--- src/rtl/adc_serial_reg_receiver_pkg.sv ---
// Shared definitions for the ADC 3-wire serial register bus receiver:
// frame layout constants, FSM state encoding and header decode helper.
package adc_serial_reg_receiver_pkg;

  localparam int HEADER_BITS = 12;
  localparam logic [HEADER_BITS-1:0] HEADER_DEFAULT = 12'h001;

  typedef enum logic [1:0] {
    ST_IDLE,
    ST_SHIFT,
    ST_CHECK,
    ST_DESEL
  } state_t;

  function automatic logic header_match(input logic [HEADER_BITS-1:0] field,
                                        input logic [HEADER_BITS-1:0] header);
    return field == header;
  endfunction

endpackage

--- src/rtl/adc_serial_reg_receiver_sync_edge_detect.sv ---
// Multi-flop synchronizer for one asynchronous bus line, with registered
// single-cycle rise/fall pulses derived from the synchronized level.
module adc_serial_reg_receiver_sync_edge_detect #(
  parameter int STAGES = 2
) (
  input  logic Clock,
  input  logic Reset,
  input  logic din,
  output logic sync,
  output logic rise,
  output logic fall
);

  logic [STAGES-1:0] chain;
  logic              prev;

  // NOTE: the synchronizer flops carry no reset so they keep tracking the
  // real line level during reset; only the edge pulses are cleared.
  always_ff @(posedge Clock) begin
    chain <= {chain[STAGES-2:0], din};
    prev  <= chain[STAGES-1];
  end

  assign sync = chain[STAGES-1];

  always_ff @(posedge Clock) begin
    if (Reset) begin
      rise <= 1'b0;
      fall <= 1'b0;
    end else begin
      rise <= sync & ~prev;
      fall <= ~sync & prev;
    end
  end

endmodule

--- src/rtl/adc_serial_reg_receiver.sv ---
// Oversampling receiver for the ADC serial register bus: decodes 32-bit frames
// into writes to a shadow register file and flags malformed frames.
module adc_serial_reg_receiver
  import adc_serial_reg_receiver_pkg::*;
#(
  parameter logic [HEADER_BITS-1:0] HEADER      = HEADER_DEFAULT,
  parameter int                     ADDR_BITS   = 4,
  parameter int                     DATA_BITS   = 16,
  parameter int                     SYNC_STAGES = 2
) (
  input  logic                 Clock,
  input  logic                 Reset,
  input  logic                 InSclk,
  input  logic                 InSdata,
  input  logic                 InSelect,
  input  logic [ADDR_BITS-1:0] RdAddr,
  output logic [DATA_BITS-1:0] RdData,
  output logic                 WrStrobe,
  output logic [ADDR_BITS-1:0] WrAddr,
  output logic [DATA_BITS-1:0] WrData,
  output logic                 FrameError,
  output logic                 Busy
);

  localparam int FRAME_BITS = HEADER_BITS + ADDR_BITS + DATA_BITS;
  localparam int CNT_BITS   = $clog2(FRAME_BITS + 1);
  localparam int NUM_REGS   = 1 << ADDR_BITS;
  localparam logic [CNT_BITS-1:0] LAST_BIT = CNT_BITS'(FRAME_BITS - 1);

  logic sclk_rise, sclk_sync_unused, sclk_fall_unused;
  logic sel_sync, sel_rise, sel_fall;

  adc_serial_reg_receiver_sync_edge_detect #(.STAGES(SYNC_STAGES)) u_sclk_sync (
    .Clock (Clock),
    .Reset (Reset),
    .din   (InSclk),
    .sync  (sclk_sync_unused),
    .rise  (sclk_rise),
    .fall  (sclk_fall_unused)
  );

  adc_serial_reg_receiver_sync_edge_detect #(.STAGES(SYNC_STAGES)) u_sel_sync (
    .Clock (Clock),
    .Reset (Reset),
    .din   (InSelect),
    .sync  (sel_sync),
    .rise  (sel_rise),
    .fall  (sel_fall)
  );

  // Same depth as Sclk plus one flop to match the registered edge pulse.
  logic [SYNC_STAGES-1:0] sdata_chain;
  logic                   sdata_bit;

  always_ff @(posedge Clock) begin
    sdata_chain <= {sdata_chain[SYNC_STAGES-2:0], InSdata};
    sdata_bit   <= sdata_chain[SYNC_STAGES-1];
  end

  state_t                  state, state_n;
  logic [CNT_BITS-1:0]     count, count_n;
  logic [FRAME_BITS-1:0]   shift, shift_n, frame_n;
  logic                    strobe_n, error_n;
  logic [ADDR_BITS-1:0]    addr_n;
  logic [DATA_BITS-1:0]    data_n;
  logic                    after_reset;

  // NOTE: every signal written here gets a default first so no latch is inferred.
  always_comb begin
    state_n  = state;
    count_n  = count;
    shift_n  = shift;
    strobe_n = 1'b0;
    error_n  = 1'b0;
    addr_n   = WrAddr;
    data_n   = WrData;
    frame_n  = {shift[FRAME_BITS-2:0], sdata_bit};

    unique case (state)
      ST_IDLE: begin
        if (sel_fall) begin
          state_n = ST_SHIFT;
          count_n = '0;
        end else if (after_reset && !sel_sync) begin
          state_n = ST_DESEL;
        end
      end
      ST_SHIFT: begin
        // The final bit wins over a simultaneous deselect; header is judged
        // on the completed frame so the verdict is visible while in CHECK.
        if (sclk_rise && count == LAST_BIT) begin
          shift_n = frame_n;
          count_n = count + 1'b1;
          state_n = ST_CHECK;
          if (header_match(frame_n[FRAME_BITS-1 -: HEADER_BITS], HEADER)) begin
            strobe_n = 1'b1;
            addr_n   = frame_n[DATA_BITS +: ADDR_BITS];
            data_n   = frame_n[DATA_BITS-1:0];
          end else begin
            error_n = 1'b1;
          end
        end else begin
          if (sclk_rise) begin
            shift_n = frame_n;
            count_n = count + 1'b1;
          end
          if (sel_rise) begin
            error_n = 1'b1;
            state_n = ST_IDLE;
          end
        end
      end
      ST_CHECK: state_n = sel_sync ? ST_IDLE : ST_DESEL;
      ST_DESEL: if (sel_sync) state_n = ST_IDLE;
      default:  state_n = ST_IDLE;
    endcase
  end

  always_ff @(posedge Clock) begin
    if (Reset) begin
      state       <= ST_IDLE;
      count       <= '0;
      shift       <= '0;
      WrStrobe    <= 1'b0;
      FrameError  <= 1'b0;
      WrAddr      <= '0;
      WrData      <= '0;
      after_reset <= 1'b1;
    end else begin
      state       <= state_n;
      count       <= count_n;
      shift       <= shift_n;
      WrStrobe    <= strobe_n;
      FrameError  <= error_n;
      WrAddr      <= addr_n;
      WrData      <= data_n;
      after_reset <= 1'b0;
    end
  end

  assign Busy = (state != ST_IDLE);

  logic [DATA_BITS-1:0] shadow [NUM_REGS];

  // NOTE: the shadow file is a flop array that must read back zero after
  // reset, so it is cleared explicitly rather than left to power-up.
  always_ff @(posedge Clock) begin
    if (Reset) begin
      for (int i = 0; i < NUM_REGS; i++) shadow[i] <= '0;
      RdData <= '0;
    end else begin
      if (WrStrobe) shadow[WrAddr] <= WrData;
      RdData <= shadow[RdAddr];
    end
  end

endmodule
--- config.mk ---
export PLATFORM = sky130hd
export DESIGN_NAME = adc_serial_reg_receiver
export DESIGN_NICKNAME = d
export VERILOG_FILES = /design/src/rtl/adc_serial_reg_receiver_pkg.sv /design/src/rtl/adc_serial_reg_receiver_sync_edge_detect.sv /design/src/rtl/adc_serial_reg_receiver.sv
export SDC_FILE = /design/constraint.sdc
export NUM_CORES = 1
export LEC_CHECK = 0
export CORE_UTILIZATION = 55
export DETAILED_ROUTE_END_ITERATION = 8
export PLACE_DENSITY_LB_ADDON = 0.12
export SYNTH_ARGS = -nofsm -noshare
export SYNTH_HDL_FRONTEND = slang
export SYNTH_SLANG_ARGS = --single-unit
--- constraint.sdc ---
create_clock -name Clock -period 2.7 [get_ports Clock]
set_input_delay 0.54 -clock Clock [delete_from_list [all_inputs] [get_ports Clock]]
set_output_delay 0.54 -clock Clock [all_outputs]
set_load 0.01 [all_outputs]
==> impl_metrics.csv, run 1 <==
group,metric,value,unit
worst_setup_path,start_kind,"flip-flop",
worst_setup_path,required,2.16,ns
logic_synthesis,ys.warnings.count,0,
worst_setup_path,crit_fanout,9,
place,dp.cells,1524,
global_route,grt_pass1_wl,57700,µm
sta,finClkSkew,0.0145,ns
finish,multiInputGateArea,4920,µm²
floorplan,core-area,26400,µm²
detailed_routing,num_vias,9346,
worst_setup_path,cp.buffers_inverters,1,
sta,fin_setup_tns,0,ns
global_route,grt_max_degree,45,
clocking,cts_tree,"yes",
logic_synthesis,ys_ff_latch,346,
logic_synthesis,synthFlopType,"edfxtp_1",
pwr,power.density,665,nW/µm²
clocking,htree_levels,2,
finish,nFillCells,1995,
finish,final_cells,1591,
logic_synthesis,synth_cells,1156,
sta,slew_violations,0,
place,gp_congestion,0.867,
worst_setup_path,rr_endpoint,"WrData[1]",
clocking,clk_path_buf_depth,3,
finish,seq_area,9490,µm²
finish,num-nets-final,1238,
detailed_routing,vias_per_cell,5.87,
sta,layout_setup_ws,0.380,ns
floorplan,die_h,167,µm
logic_synthesis,avgSynthCellArea,12.9,µm²
finish,areaGrowthSynthToFinish,14.5,%
worst_setup_path,endpoint_kind,"output pin",
worst_setup_path,critPathMaxStageDelay,0.63,ns
clocking,insertion_delay,0.52,ns
min_path,worstHoldStart,"u_sel_sync.chain[0]",
sta,slew_headroom,54.7,%
place,io_buffers,47,
sta,fmax,431,MHz
pwr,p_leak,0.00643,µW
detailed_routing,wirelength,37700,µm
detailed_routing,drc,2,
finish,final_util,64.8,%
worst_setup_path,crit_chain,"clkdlybuf4s50_1",
clocking,post_cts_buffers,0,
detailed_routing,wl_per_cell,23.7,µm
flow_run,drv_cap,0,
pwr,ir_worst_vdd,0.513,mV
finish,layout-drive-gt1-share,13.1,%
logic_synthesis,yosysUniqueCellTypes,46,
worst_setup_path,critPathArrivalTime,1.78,ns
floorplan,fp-row-count,59,
min_path,min_to,"u_sel_sync.chain[1]",
sta,worst-slew-pin-transition,0.680,ns
min_path,hold_depth,0,
logic_synthesis,synth-edff-count,256,
worst_setup_path,cp_top_family,"flip-flops",
sta,grt_setup_unrepaired,"false",
place,detailed_place_hpwl,24600,µm
sta,fin_crit_sh,85.9,%
global_route,grt_remaining_overflow,0,
floorplan,die_area,27800,µm²
logic_synthesis,mappedNetlistNets,1166,
place,dp_slack,0.483,ns
finish,final_area,17100,µm²
worst_setup_path,r2r_cells,5,
finish,diodes,0,
detailed_routing,firstDrtPassIters,7,
worst_setup_path,r2r_start,"shift[21]",
outcome,violations,"design-rule violations",
detailed_routing,ant_nets,0,
clocking,clock-sinks,346,
logic_synthesis,async_reset_ff_share,0,%
clocking,cts_made_buffers,37,
floorplan,io-pin-count,48,
clocking,cts.clk_slew.worst_paths,0.06,ns
worst_setup_path,crit_slowest_cell,"dfxtp_1",
sta,finalHoldViolations,0,
worst_setup_path,r2r_setup_slack,0.69,ns
sta,setup_viol,0,
sta,min_period,2.32,ns
min_path,hold_class,"reg -> reg",
clocking,clockRootBuffer,"clkbuf_16",
clocking,ctsResizeCount,0,
global_route,grt.total_usage,28.0,%
floorplan,start_util,56.5,%
logic_synthesis,netlist_area,14900,µm²
logic_synthesis,seq_area_frac_synth,63.7,%
global_route,grt_pass1_vias,9288,
worst_setup_path,path_class,"reg -> out",
global_route,antenna_found_initial,1,
place,placed_cell_area,15900,µm²
detailed_routing,drt_iter0_markers,997,
floorplan,die-width,167,µm
clocking,cts_hold_buf,0,
outcome,status,"finished with violations",
## Yosys cell counts, types with 2 or more instances
cell type  count  area, µm²
o211ai_1       4       30.0
xnor2_1        4       35.0
nor3b_1        4       30.0
buf_2         24        120
nor2_2         4       25.0
nor3_2         3       30.0
a221oi_1       3       26.3
mux2i_1      100       1000
buf_6          9        101
mux4_2        15        338
buf_4          3       22.5
a22oi_1       46        345
nand2_1       82        308
and2_1       261       1630
nand4_1       20        125
nor4_1         2       12.5
a21oi_1       55        275
o21ai_0       33        165
and3_1         2       12.5
or2_1          6       37.5
o21ai_1        3       15.0
dfxtp_1       90       1800
nor4b_1        4       35.0
nor2_1        18       67.6
nor2b_1        4       25.0
o21bai_1       2       15.0
buf_12         3       60.1
buf_1          2       7.51
edfxtp_1     256       7690
or2_2         11       68.8
nand2b_1      10       62.6
nand3_1       14       70.1
clkbuf_1      46        173
## per-stage QoR
stage	total power, µW	hold WS [ns]
after global routing	11700	0.337
after global placement	6640	0.311
after CTS	11400	0.333
after detailed placement	6650	0.315
final	11400	0.330
after floorplan	6390	0.310
## state kept, by name, summed over array words and instances, names as in the netlist, 2 cells and up
register,cells
state,2
u_sclk_sync.chain,2
sdata_chain,2
count,6
u_sel_sync.chain,2
WrAddr,4
shadow,256
shift,31
RdData,16
WrData,16
## layout by cell type (no fill, tap or decap), types with 5 or more instances in the layout
master           Yosys  routed
nor2_2               4       5
a22oi_1             46      46
clkdlybuf4s50_1      0      45
clkbuf_1            46      17
mux4_2              15      15
mux2i_1            100     100
and2_1             261     261
nand2b_1            10      10
nor2_1              18      17
clkbuf_8             0       6
buf_12               3       5
nand3_1             14      14
or2_1                6       6
edfxtp_1           256     256
o21ai_0             33      33
or2_2               11      11
nand4_1             20      20
a21oi_1             55      55
buf_4                3      69
dfxtp_1             90      90
nand2_1             82      82
clkbuf_16            0      39
## per-layer routing
metal	global-route usage, %	wire [µm]	vias to the layer above
li1	-	-	4275
met1	38.3	16000	4675
met2	45.3	18000	328
met3	5.20	2560	66
met4	9.50	1110	2
met5	0	13	-
## cell type report
| type | instances | share of cell area, % |
|---|---|---|
| Sequential cell | 346 | 55.6 |
| Multi-Input combinational cell | 721 | 28.8 |
| Clock buffer | 62 | 6.58 |
| Timing Repair Buffer | 121 | 6.36 |
| Tap cell | 335 | 2.46 |
| Clock inverter | 5 | 0.169 |
| Inverter | 1 | 0.0220 |
## power by group
part / internal (µW) / leakage [µW] / switching, µW
Combinational: 243 / 0.00249 / 371
Clock: 2830 / 0.000564 / 1990
Sequential: 5860 / 0.00338 / 66.4
## worst max path at each step
stage / endpoint / cells past startpoint / start / slack (ns)
after detailed placement: RdData[12] / 5 / RdAddr[0] / 0.48
after global routing: WrAddr[0] / 1 / WrAddr[0] / 0.32
final: WrAddr[0] / 1 / WrAddr[0] / 0.38
after CTS: WrAddr[0] / 1 / WrAddr[0] / 0.36
after floorplan: shadow[5][0] / 5 / Reset / 0.60
after global placement: RdData[12] / 5 / RdAddr[0] / 0.50
## cell families (layout without fill, tap and decap cells)
family / Yosys count / count (layout) / synth area share, %
compound gates: 149 / 149 / 6.00
flops: 346 / 346 / 63.7
mux: 115 / 115 / 8.98
simple gates: 452 / 452 / 17.6
xor+xnor: 4 / 4 / 0.235
fa+ha+maj: 1 / 1 / 0.0839
buf+inv: 89 / 189 / 3.38
(Power assumes the default switching activity.)
==> run 2, diff against run 1 <==
- CORE_UTILIZATION: 55 -> 45
- SLEW_MARGIN: not set -> 10
==> run 2 against run 1 <==
The flow now finishes without violations. Routed wire length shrank 1.6%. First-iteration DRC count shrank 24%. Clock-buffer cell count shrank 6. Critical endpoint is now WrAddr[1]. Largest power group unchanged.
==> impl_metrics.csv, run 2 (synthesis results as in run 1) <==
group,metric,value,unit
finish,num-nets-final,1234,
worst_setup_path,crit_fanout,9,
global_route,met3_usage,3.45,%
sta,fmax,436,MHz
sta,slew_violations,0,
worst_setup_path,path_class,"reg -> out",
finish,top_regs,"shadow x256, shift x31",
detailed_routing,vias_per_cell,5.33,
sta,slew_headroom,24.7,%
floorplan,core-area,32500,µm²
finish,final_common_cell,"and2_1",
sta,setup_viol,0,
finish,mostFrequentLayoutCells,"and2_1, edfxtp_1, mux2i_1, dfxtp_1, nand2_1",
floorplan,die_h,184,µm
sta,finalHoldViolations,0,
place,gp_congestion,0.834,
detailed_routing,wl_per_cell,21.9,µm
sta,grt_setup_unrepaired,"false",
sta,finClkSkew,0.0142,ns
pwr,p_leak,0.00640,µW
detailed_routing,num_vias,9037,
worst_setup_path,critPathArrivalTime,1.75,ns
global_route,grt_pass1_wl,56400,µm
place,io_buffers,47,
detailed_routing,drc,0,
global_route,grt_remaining_overflow,0,
detailed_routing,wirelength,37100,µm
clocking,clock-sinks,346,
clocking,clockRootBuffer,"clkbuf_16",
worst_setup_path,cp.buffers_inverters,1,
detailed_routing,drt_iter0_markers,759,
detailed_routing,ant_nets,0,
finish,seq_area,9490,µm²
finish,multiInputGateArea,4920,µm²
flow_run,drv_cap,0,
sta,fin_setup_tns,0,ns
clocking,cts_hold_buf,0,
sta,fin_crit_sh,85.0,%
global_route,met1_usage,33.8,%
floorplan,die-width,184,µm
clocking,cts.clk_slew.worst_paths,0.06,ns
floorplan,io-pin-count,48,
clocking,cts_made_buffers,38,
worst_setup_path,cp_top_family,"buffers and inverters",
worst_setup_path,crit_slowest_cell,"clkdlybuf4s50_1",
global_route,grt_pass1_vias,8888,
floorplan,die_area,33800,µm²
global_route,grt.total_usage,22.6,%
global_route,busiest_layer,"met2",
finish,layout-drive-gt1-share,12.6,%
place,detailed_place_hpwl,24800,µm
finish,nFillCells,2795,
global_route,grt_max_degree,46,
floorplan,fp-row-count,66,
clocking,htree_levels,2,
sta,worst-slew-pin-transition,1.12,ns
worst_setup_path,critPathMaxStageDelay,0.65,ns
global_route,antenna_found_initial,4,
worst_setup_path,start_kind,"flip-flop",
floorplan,start_util,45.8,%
finish,largest_register_ffs,256,
clocking,clk_path_buf_depth,3,
detailed_routing,firstDrtPassIters,5,
clocking,ctsResizeCount,0,
worst_setup_path,endpoint_kind,"output pin",
pwr,ir_worst_vdd,0.390,mV
clocking,post_cts_buffers,0,
clocking,insertion_delay,0.51,ns
sta,min_period,2.29,ns
worst_setup_path,required,2.16,ns
finish,diodes,0,
global_route,met2_usage,34.0,%
pwr,power.density,666,nW/µm²
sta,holdWs,0.329,ns
worst_setup_path,crit_chain,"clkdlybuf4s50_1",
min_path,hold_class,"reg -> reg",
finish,regMostFlops,"shadow",
outcome,status,"complete, no violations",
clocking,cts_tree,"yes",
finish,areaGrowthSynthToFinish,15.1,%
-- run 2: changes by cell type in the layout (fill, tap and decap cells not counted) --
| cell | delta |
|---|---|
| clkinv_4 | +1 |
| bufinv_16 | +2 |
| clkinv_1 | +5 |
| clkbuf_1 | -1 |
| clkbuf_8 | -5 |
| buf_12 | -2 |
| buf_4 | -3 |
-- run 2: routing by layer --
layer | part of all wire, % | wire length, µm | vias to the layer above
li1 | - | - | 4268
met1 | 48 | 17800 | 4457
met2 | 44 | 16400 | 257
met3 | 5.5 | 2050 | 55
met4 | 2.1 | 795 | 0
met5 | 0 | 0 | -
-- run 2: final timing paths --
check            startpoint  slack [ns]              to  cells past startpoint
max               WrAddr[1]        0.41       WrAddr[1]                      1
min          sdata_chain[0]        0.33  sdata_chain[1]                      0
max reg2reg       WrAddr[3]        0.79   shadow[13][6]                      4
min reg2reg  sdata_chain[0]        0.33  sdata_chain[1]                      0
-- run 2: final cells by class --
type / instances / area share (%)
timing repair buffer: 116 / 5.96
clock buffer: 56 / 6.12
tap: 442 / 3.22
clock inverter: 13 / 0.678
inverter: 1 / 0.0219
multi-input combinational: 721 / 28.7
sequential: 346 / 55.3
-- run 2: where the power goes --
group	internal, µW	leakage [µW]	switching, µW	total (µW)
registers	5860	0.00338	67.2	5920
logic	235	0.00245	366	602
clock network	2890	0.000567	2010	4900
-- run 2: through the flow --
stage | util, % | total power, µW | cell area (µm²) | std cells | worst slack, ns
CTS | 52.7 | 11600 | 17200 | 1695 | 0.379
global placement | 49.1 | 6640 | 16000 | 1626 | 0.337
global route | 52.7 | 11800 | 17200 | 1695 | 0.328
finish | 52.7 | 11400 | 17200 | 1695 | 0.405
floorplan | - | 6390 | 14900 | 1156 | 0.598
detailed placement | 49.1 | 6640 | 16000 | 1626 | 0.231
